[src/rtl/uart_cmd_parser.sv]
// Command-frame parser behind the UART receiver: A5, ADDR, D3..D0, CHK -> one register write.
// Optional `UART_CMD_ACK_EN adds an ACK/NAK byte strobe for a UART transmitter.
module uart_cmd_parser #(
  parameter int TIMEOUT_CLKS = 125000,
  parameter int N_REGS       = 4
) (
  input  logic        i_Clock,
  input  logic        i_Rst_L,
  input  logic        i_RX_DV,
  input  logic [7:0]  i_RX_Byte,
  output logic        o_Reg_WE,
  output logic [7:0]  o_Reg_Addr,
  output logic [31:0] o_Reg_Data,
  output logic        o_Frame_Err,
  output logic        o_Busy
`ifdef UART_CMD_ACK_EN
  ,
  output logic        o_Ack_DV,
  output logic [7:0]  o_Ack_Byte
`endif
);

  // state | meaning
  // SYNC  | idle, hunting for the 0xA5 header; other bytes dropped silently
  // ADDR  | next byte is the register address
  // DATA  | collecting D3..D0, MSB first
  // CHK   | next byte is the XOR checksum; decides write vs error

  localparam int             CW   = $clog2(TIMEOUT_CLKS);
  localparam logic [CW-1:0]  TC   = CW'(TIMEOUT_CLKS - 1);
  localparam logic [CW-1:0]  CMAX = '1;
  localparam logic [8:0]     NR   = 9'(N_REGS);
  localparam logic [7:0]     HDR  = 8'hA5;

  typedef enum logic [1:0] {SYNC, ADDR, DATA, CHK} state_t;

  state_t        state, state_nxt;
  logic [CW-1:0] tmo_cnt;
  logic [1:0]    dcnt;
  logic [7:0]    addr_q;
  logic [7:0]    xor_q;
  logic [31:0]   shift_q;
  logic          timeout;
  logic          chk_ok;
  logic          we_nxt;
  logic          err_nxt;

  // A byte arriving on the timeout cycle takes priority over the timeout.
  assign timeout = (state != SYNC) && !i_RX_DV && (tmo_cnt == TC);
  assign chk_ok  = (i_RX_Byte == xor_q) && ({1'b0, addr_q} < NR);

  always_ff @(posedge i_Clock or negedge i_Rst_L) begin
    if (!i_Rst_L) state <= SYNC;
    else          state <= state_nxt;
  end

  always_comb begin
    state_nxt = state;
    if (timeout) begin
      state_nxt = SYNC;
    end else if (i_RX_DV) begin
      case (state)
        SYNC: if (i_RX_Byte == HDR) state_nxt = ADDR;
        ADDR: state_nxt = DATA;
        DATA: if (dcnt == 2'd3) state_nxt = CHK;
        CHK:  state_nxt = SYNC;
        default: state_nxt = SYNC;
      endcase
    end
  end

  always_comb begin
    we_nxt  = 1'b0;
    err_nxt = 1'b0;
    if (timeout) begin
      err_nxt = 1'b1;
    end else if (i_RX_DV && state == CHK) begin
      we_nxt  = chk_ok;
      err_nxt = !chk_ok;
    end
  end

  always_ff @(posedge i_Clock or negedge i_Rst_L) begin
    if (!i_Rst_L) begin
      o_Reg_WE    <= 1'b0;
      o_Frame_Err <= 1'b0;
      o_Busy      <= 1'b0;
      o_Reg_Addr  <= '0;
      o_Reg_Data  <= '0;
      tmo_cnt     <= '0;
      dcnt        <= '0;
      addr_q      <= '0;
      xor_q       <= '0;
      shift_q     <= '0;
    end else begin
      o_Reg_WE    <= we_nxt;
      o_Frame_Err <= err_nxt;
      o_Busy      <= (state_nxt != SYNC);
      if (we_nxt) begin
        o_Reg_Addr <= addr_q;
        o_Reg_Data <= shift_q;
      end

      if (i_RX_DV || state_nxt == SYNC) tmo_cnt <= '0;
      else if (tmo_cnt != CMAX)         tmo_cnt <= tmo_cnt + 1'b1;

      if (i_RX_DV) begin
        case (state)
          SYNC: if (i_RX_Byte == HDR) xor_q <= '0;
          ADDR: begin
            addr_q <= i_RX_Byte;
            xor_q  <= xor_q ^ i_RX_Byte;
            dcnt   <= '0;
          end
          DATA: begin
            shift_q <= {shift_q[23:0], i_RX_Byte};
            xor_q   <= xor_q ^ i_RX_Byte;
            dcnt    <= dcnt + 1'b1;
          end
          default: ;
        endcase
      end
    end
  end

`ifdef UART_CMD_ACK_EN
  always_ff @(posedge i_Clock or negedge i_Rst_L) begin
    if (!i_Rst_L) begin
      o_Ack_DV   <= 1'b0;
      o_Ack_Byte <= '0;
    end else begin
      o_Ack_DV <= we_nxt | err_nxt;
      if (we_nxt)       o_Ack_Byte <= 8'h06;
      else if (err_nxt) o_Ack_Byte <= 8'h15;
    end
  end
`endif

endmodule

[config.mk]
export PLATFORM = sky130hd
export DESIGN_NAME = uart_cmd_parser
export DESIGN_NICKNAME = d
export VERILOG_FILES = /design/src/rtl/uart_cmd_parser.sv
export SDC_FILE = /design/constraint.sdc
export NUM_CORES = 1
export LEC_CHECK = 0
export ABC_AREA = 0
export ABC_CLOCK_PERIOD_IN_PS = 5900
export BUFFER_PORTS_ARGS = -buffer_cell sky130_fd_sc_hd__buf_4
export CAP_MARGIN = 15
export CORE_MARGIN = 2
export CORE_UTILIZATION = 50
export CTS_CLUSTER_DIAMETER = 60
export DETAILED_ROUTE_END_ITERATION = 8
export PLACE_DENSITY = 0.7
export SLEW_MARGIN = 10
export SYNTH_ARGS = -nofsm -noshare
export SYNTH_HDL_FRONTEND = slang
export SYNTH_SLANG_ARGS = --single-unit
export TNS_END_PERCENT = 20
[constraint.sdc]
create_clock -name i_Clock -period 5.9 [get_ports i_Clock]
set_input_delay 1.18 -clock i_Clock [delete_from_list [all_inputs] [get_ports i_Clock]]
set_output_delay 1.18 -clock i_Clock [all_outputs]
set_load 0.01 [all_outputs]
==> flow_summary.yaml, run 1 <==
routing:
  ant_nets: 0
  route.detailed.drc: 0
  avgViaCountPerCell: 5.461
  drt_iter0_markers: 99
  firstDrtPassIters: 4
  routed_wl_mm: 8.057
  via_count: 2878
  wire_per_inst_um: 15.29
power:
  vdd_drop_max_uv: 201.7
  finalPower_mw: 1.928
  p_leak_nw: 2.552
  power_density_nw_per_um2: 357.6
timing:
  fin_setup_tns_ps: 0
  fmax_mhz: 385.8
  relSlewSlack_pct: 45.14
  skew_ps: 11.96
  period_minus_slack_ps: 2592
  holdWs_ps: 509.8
  worst_pin_slew_ps: 822.9
  post-route-period-util_pct: 43.93
  finalMaxSlewViolations: 0
  hold_viol: 0
  grt_setup_unrepaired: "no"
  setup_violations: 0
layout:
  final_nets: 429
  final_cells: 527
  layout_commonest_cell: "dfrtp_1"
  num-fill-cells: 756
  antenna_cells: 0
  drive_gt1_share_pct: 34.62
  finalCoreUtilization_pct: 58.64
  layout_common_cells: "dfrtp_1 (112), mux2_2 (71), buf_4 (56)"
  area_growth_pct: 13.84
setup_path:
  cp_top_family: "buffers and inverters"
  rrSetupSlack_ps: 3460
  reg2reg_depth: 8
  cp-start-kind: "primary input"
  crit_type: "in -> reg"
  crit_top_cell: "buf_4"
  crit_path_max_incr_delay_ps: 470
  crit_required_ps: 6160
  slowest_stage: "buf_4"
  r2r-start: "tmo_cnt[0]$_DFFE_PN0P_"
  end_kind: "flop"
  path_max_fanout: 41
  crit_buf_inv: 2
  arrival_ps: 2850
  r2r_end: "tmo_cnt[15]$_DFFE_PN0P_"
  path_cells: "buf_4 -> xnor2_1 -> nand4_1 -> nor4_4 -> buf_4 -> mux2_2"
placement:
  io_buffers: 53
  place.detailed.hpwl_mm: 5.498
  dp_cells: 511
  routabilityCongestion: 0.7976
hold_path:
  hold_end: "o_Reg_Data[3]$_DFFE_PN0P_"
  hold_path_depth: 1
  worstHoldStart: "o_Reg_Data[3]$_DFFE_PN0P_"
  min_path_type: "reg -> reg"
run:
  maxCapViolCount: 0
floorplanning:
  core_region_area_um2: 9196
  die_w_um: 101.3
  die_h_um: 101.3
  num_io_pins: 54
  start_util_pct: 51.51
  die_area_um2: 10270
  num_rows: 35
synthesis:
  synth.avg_cell_area_um2: 13.23
  syn_area_um2: 4737
  yosys_register_bits: 112
  yosys_warnings: 0
  synth_cell_types: 39
  syn_nets: 376
  syn_inst: 358
  yosysSeqAreaShare_pct: 59.17
grt:
  grt_pass1_wl_mm: 13.61
  antenna_found_initial: 0
  grt_max_degree: 68
  grt_usage_pct: 16.76
  overflow: 0
  grt_pass1_vias: 2756
clocking:
  cts_setup_buffers: 0
  root_buffer: "clkbuf_8"
  htree_levels: 3
  cts_tree: "yes"
  cts_inserted_buffers: 9
  cts_sinks: 112
  ctsResizeCount: 0
  cts_max_path_buffers: 2
  hold_buffers: 0
  clock_latency_ps: 360
  clk_pin_slew_ps: 110
status:
  status: "completed"
## metal layers
metal / vias to the layer above / GRT usage, % / wire (µm)
li1: 1372 / - / -
met1: 1438 / 23.84 / 3778
met2: 60 / 25.78 / 3826
met3: 8 / 3.865 / 340
met4: 0 / 5.405 / 111
met5: - / 0 / 0
## where the power goes
group,switching (mW),internal [mW]
Combinational,0.205,0.229
Clock,0.260,0.164
Sequential,0.120,0.950
Total,0.586,1.34
## cells by family (layout without fill, tap and decap cells)
logic type               Yosys count  count (layout)  share of synthesized area [%]
AO/OA/AOI/OAI                     38              38                          4.649
XOR/XNOR                          20              20                          3.698
multiplexers                      76              76                          18.01
buffers and inverters             18              76                          2.245
AND/OR/NAND/NOR                   87              87                          10.38
adder cells (fa/ha/maj)            7               7                          1.849
flip-flops                       112             112                          59.17
## how the worst max path moves through the flow
| stage | slack [ps] | end | from | cells past startpoint |
|---|---|---|---|---|
| floorplan | 3340 | o_Reg_Data[0]$_DFFE_PN0P_ | i_RX_Byte[2] | 5 |
| global placement | 2940 | o_Reg_Data[18]$_DFFE_PN0P_ | i_RX_Byte[4] | 6 |
| detailed placement | 2930 | o_Reg_Data[23]$_DFFE_PN0P_ | i_RX_Byte[4] | 6 |
| CTS | 3330 | o_Reg_Data[15]$_DFFE_PN0P_ | i_RX_Byte[4] | 6 |
| global route | 3210 | o_Reg_Data[12]$_DFFE_PN0P_ | i_RX_Byte[4] | 6 |
| finish | 3310 | o_Reg_Data[23]$_DFFE_PN0P_ | i_RX_Byte[4] | 6 |
## state kept, by name, indices dropped and copies added, names as in the netlist
register / cells
o_Reg_WE: 1
o_Reg_Data: 32
state: 2
shift_q: 32
tmo_cnt: 17
o_Busy: 1
o_Reg_Addr: 8
dcnt: 2
o_Frame_Err: 1
xor_q: 8
addr_q: 8
## area by class of cell
class                   count  area (µm²)  share of cell area (%)
clock inverters             6       60.06                   1.114
repair buffers             56       420.4                   7.796
well taps                 111       138.9                   2.575
inverters                   4       15.01                  0.2784
flip-flops and latches    112        2803                   51.97
multi-input cells         228        1828                   33.90
clock buffers              10       127.6                   2.367
## stage by stage
step / setup WS, ps / cell area, µm²
4_1_cts: 3330 / 5393
6_report: 3308 / 5393
3_3_place_gp: 2942 / 5205
3_5_place_dp: 2929 / 5205
2_1_floorplan: 3337 / 4737
5_1_grt: 3211 / 5393
## synth_stat cells (all sizes together)
cell    instances  area share [%]
nand2          13             1.0
and4b           1            0.21
nor2b           7            0.92
o31ai           2            0.61
xor2            9             1.7
buf            12             1.8
o21ai          29             3.1
nand4          10             1.3
dfrtp         112              59
xnor2          11             2.0
or4bb           2            0.48
nand3           6            0.63
a22oi           1            0.16
inv             4            0.32
nor2           20             1.6
o21bai          1            0.16
o21a            1            0.16
a21oi           3            0.32
nor4            5            0.98
nor4b           1            0.18
nand3b          1            0.16
nand2b         11             1.5
mux2i           2            0.42
o31a            1            0.18
clkbuf          2            0.16
or4             1            0.16
nor4bb          1            0.21
and4            1            0.18
and3            2            0.26
nor3            4            0.42
and3b           1            0.18
mux2           74              18
ha              7             1.8
No activity file was read; power rests on OpenSTA's default activity.
==> run 2, diff against run 1 <==
Settings changed: ABC_CLOCK_PERIOD_IN_PS 5900 to 2600.
Clock period 5.9 ns to 2.6 ns, I/O delays scaled along.
==> flow_summary.yaml, run 2 (synthesized netlist as in run 1, its figures left out) <==
layout:
  final_nets: 429
  drive_gt1_share_pct: 34.70
  layout_common_cells: "dfrtp_1 (112), mux2_2 (71), buf_4 (54)"
  largestRegisters: "o_Reg_Data: 32 flops, shift_q: 32 flops, tmo_cnt: 17 flops"
  layout_commonest_cell: "dfrtp_1"
  area_growth_pct: 14.61
  antenna_cells: 0
routing:
  firstDrtPassIters: 4
  routed_wl_mm: 8.150
  via_count: 2836
  avgViaCountPerCell: 5.392
  wire_per_inst_um: 15.49
  ant_nets: 0
  route.detailed.drc: 0
  drt_iter0_markers: 97
placement:
  io_buffers: 53
  place.detailed.hpwl_mm: 5.600
  routabilityCongestion: 0.8161
  pre_cts_ws_ps: 232.8
floorplanning:
  num_io_pins: 54
  die_h_um: 101.3
  num_rows: 35
  start_util_pct: 51.51
  core_region_area_um2: 9196
  die_w_um: 101.3
  die_area_um2: 10270
timing:
  period_minus_slack_ps: 2403
  worst_pin_slew_ps: 683.6
  hold_viol: 0
  holdWs_ps: 83.19
  fmax_mhz: 416.2
  grt_setup_unrepaired: "no"
  setup_violations: 0
  fin_ws_ps: 197.1
  relSlewSlack_pct: 54.42
  post-route-period-util_pct: 92.42
  fin_setup_tns_ps: 0
  finalMaxSlewViolations: 0
  skew_ps: 11.21
clocking:
  cts_sinks: 112
  root_buffer: "clkbuf_8"
  hold_buffers: 0
  clock_latency_ps: 370
  clk_pin_slew_ps: 110
  cts_setup_buffers: 0
  cts_inserted_buffers: 9
  htree_levels: 3
  ctsResizeCount: 0
  cts_max_path_buffers: 2
  cts_tree: "yes"
power:
  p_leak_nw: 2.563
  p_seq_share_pct: 54.4
  vdd_drop_max_uv: 458.0
  combPwrFrac_pct: 22.2
  p_sw_mw: 1.320
  p_int_mw: 3.136
  p_sw_share_pct: 29.62
  power_density_nw_per_um2: 820.9
  clockPowerShare_pct: 23.4
setup_path:
  arrival_ps: 2690
  crit_required_ps: 2890
  reg2reg_depth: 8
  crit_path_max_incr_delay_ps: 440
  r2r-start: "tmo_cnt[0]$_DFFE_PN0P_"
  path_max_fanout: 7
  rrSetupSlack_ps: 200
  crit_top_cell: "ha_1"
  r2r_end: "tmo_cnt[15]$_DFFE_PN0P_"
  path_cells: "ha_1 -> nand4_1 -> nor3_1 -> ha_1 -> and4b_1 -> nand2_1 -> or4_1 -> a21oi_1"
  end_kind: "flop"
  crit_type: "reg -> reg"
  slowest_stage: "and4b_1"
  cp-start-kind: "flop"
grt:
  grt_usage_pct: 16.95
  antenna_found_initial: 0
  grt_pass1_wl_mm: 13.80
  overflow: 0
  grt_max_degree: 80
  grt_pass1_vias: 2798
run:
  maxCapViolCount: 0
hold_path:
  min_path_type: "in -> async"
status:
  status: "completed"
-- run 2: cell count changes in the layout (fill, tap and decap cells not counted), sizes merged --
cell	before	now
bufinv	0	1
clkbuf	10	9
clkinv	3	0
clkinvlp	0	1
inv	7	8
-- run 2: worst max-delay path by stage --
stage | startpoint | endpoint | slack (ps)
2_1_floorplan | tmo_cnt[3]$_DFFE_PN0P_ | tmo_cnt[15]$_DFFE_PN0P_ | 320
3_3_place_gp | tmo_cnt[0]$_DFFE_PN0P_ | tmo_cnt[15]$_DFFE_PN0P_ | 310
3_5_place_dp | tmo_cnt[0]$_DFFE_PN0P_ | tmo_cnt[15]$_DFFE_PN0P_ | 230
4_1_cts | tmo_cnt[0]$_DFFE_PN0P_ | tmo_cnt[15]$_DFFE_PN0P_ | 190
5_1_grt | tmo_cnt[0]$_DFFE_PN0P_ | tmo_cnt[15]$_DFFE_PN0P_ | 30
6_report | tmo_cnt[0]$_DFFE_PN0P_ | tmo_cnt[15]$_DFFE_PN0P_ | 200
-- run 2: power groups by stage --
stage                     registers (mW)  clock network (mW)  logic, mW
final                               2.42                1.04      0.990
after global routing                2.49                1.15       1.12
after CTS                           2.42                1.08       1.01
after detailed placement            2.46                   0       1.00
after global placement              2.43                   0      0.961
after floorplan                     2.37                   0      0.784
-- run 2: through the flow --
stage / util (%) / cells / area [µm²] / power (mW)
2_1_floorplan: - / 358 / 4737 / 3.152
3_3_place_gp: 56.87 / 511 / 5230 / 3.392
6_report: 59.03 / 526 / 5429 / 4.457
4_1_cts: 59.03 / 526 / 5429 / 4.511
3_5_place_dp: 56.87 / 511 / 5230 / 3.462
5_1_grt: 59.03 / 526 / 5429 / 4.750
-- run 2: area by class of cell --
cell class	count	area, µm²
fillers	766	3767
flip-flops and latches	112	2803
multi-input cells	228	1828
repair buffers	56	445.4
well taps	111	138.9
clock buffers	9	123.9
clock inverters	6	75.07
inverters	4	15.01
-- run 2: critical path: cells and delay by family, from the launching register on --
| kind | cells | cell delay, ps |
|---|---|---|
| compound gates | 1 | 150 |
| simple gates | 5 | 1250 |
| fa+ha+maj | 2 | 530 |
| flops | 1 | 420 |
-- run 2: routing by layer --
layer	vias up	global-route usage, %	routed length [µm]	part of all wire (%)
met5	-	0	0	0
met4	0	4.158	84	1.0
met3	8	4.555	285	3.5
met2	57	26.44	3888	48
met1	1410	23.91	3892	48
li1	1361	-	-	-
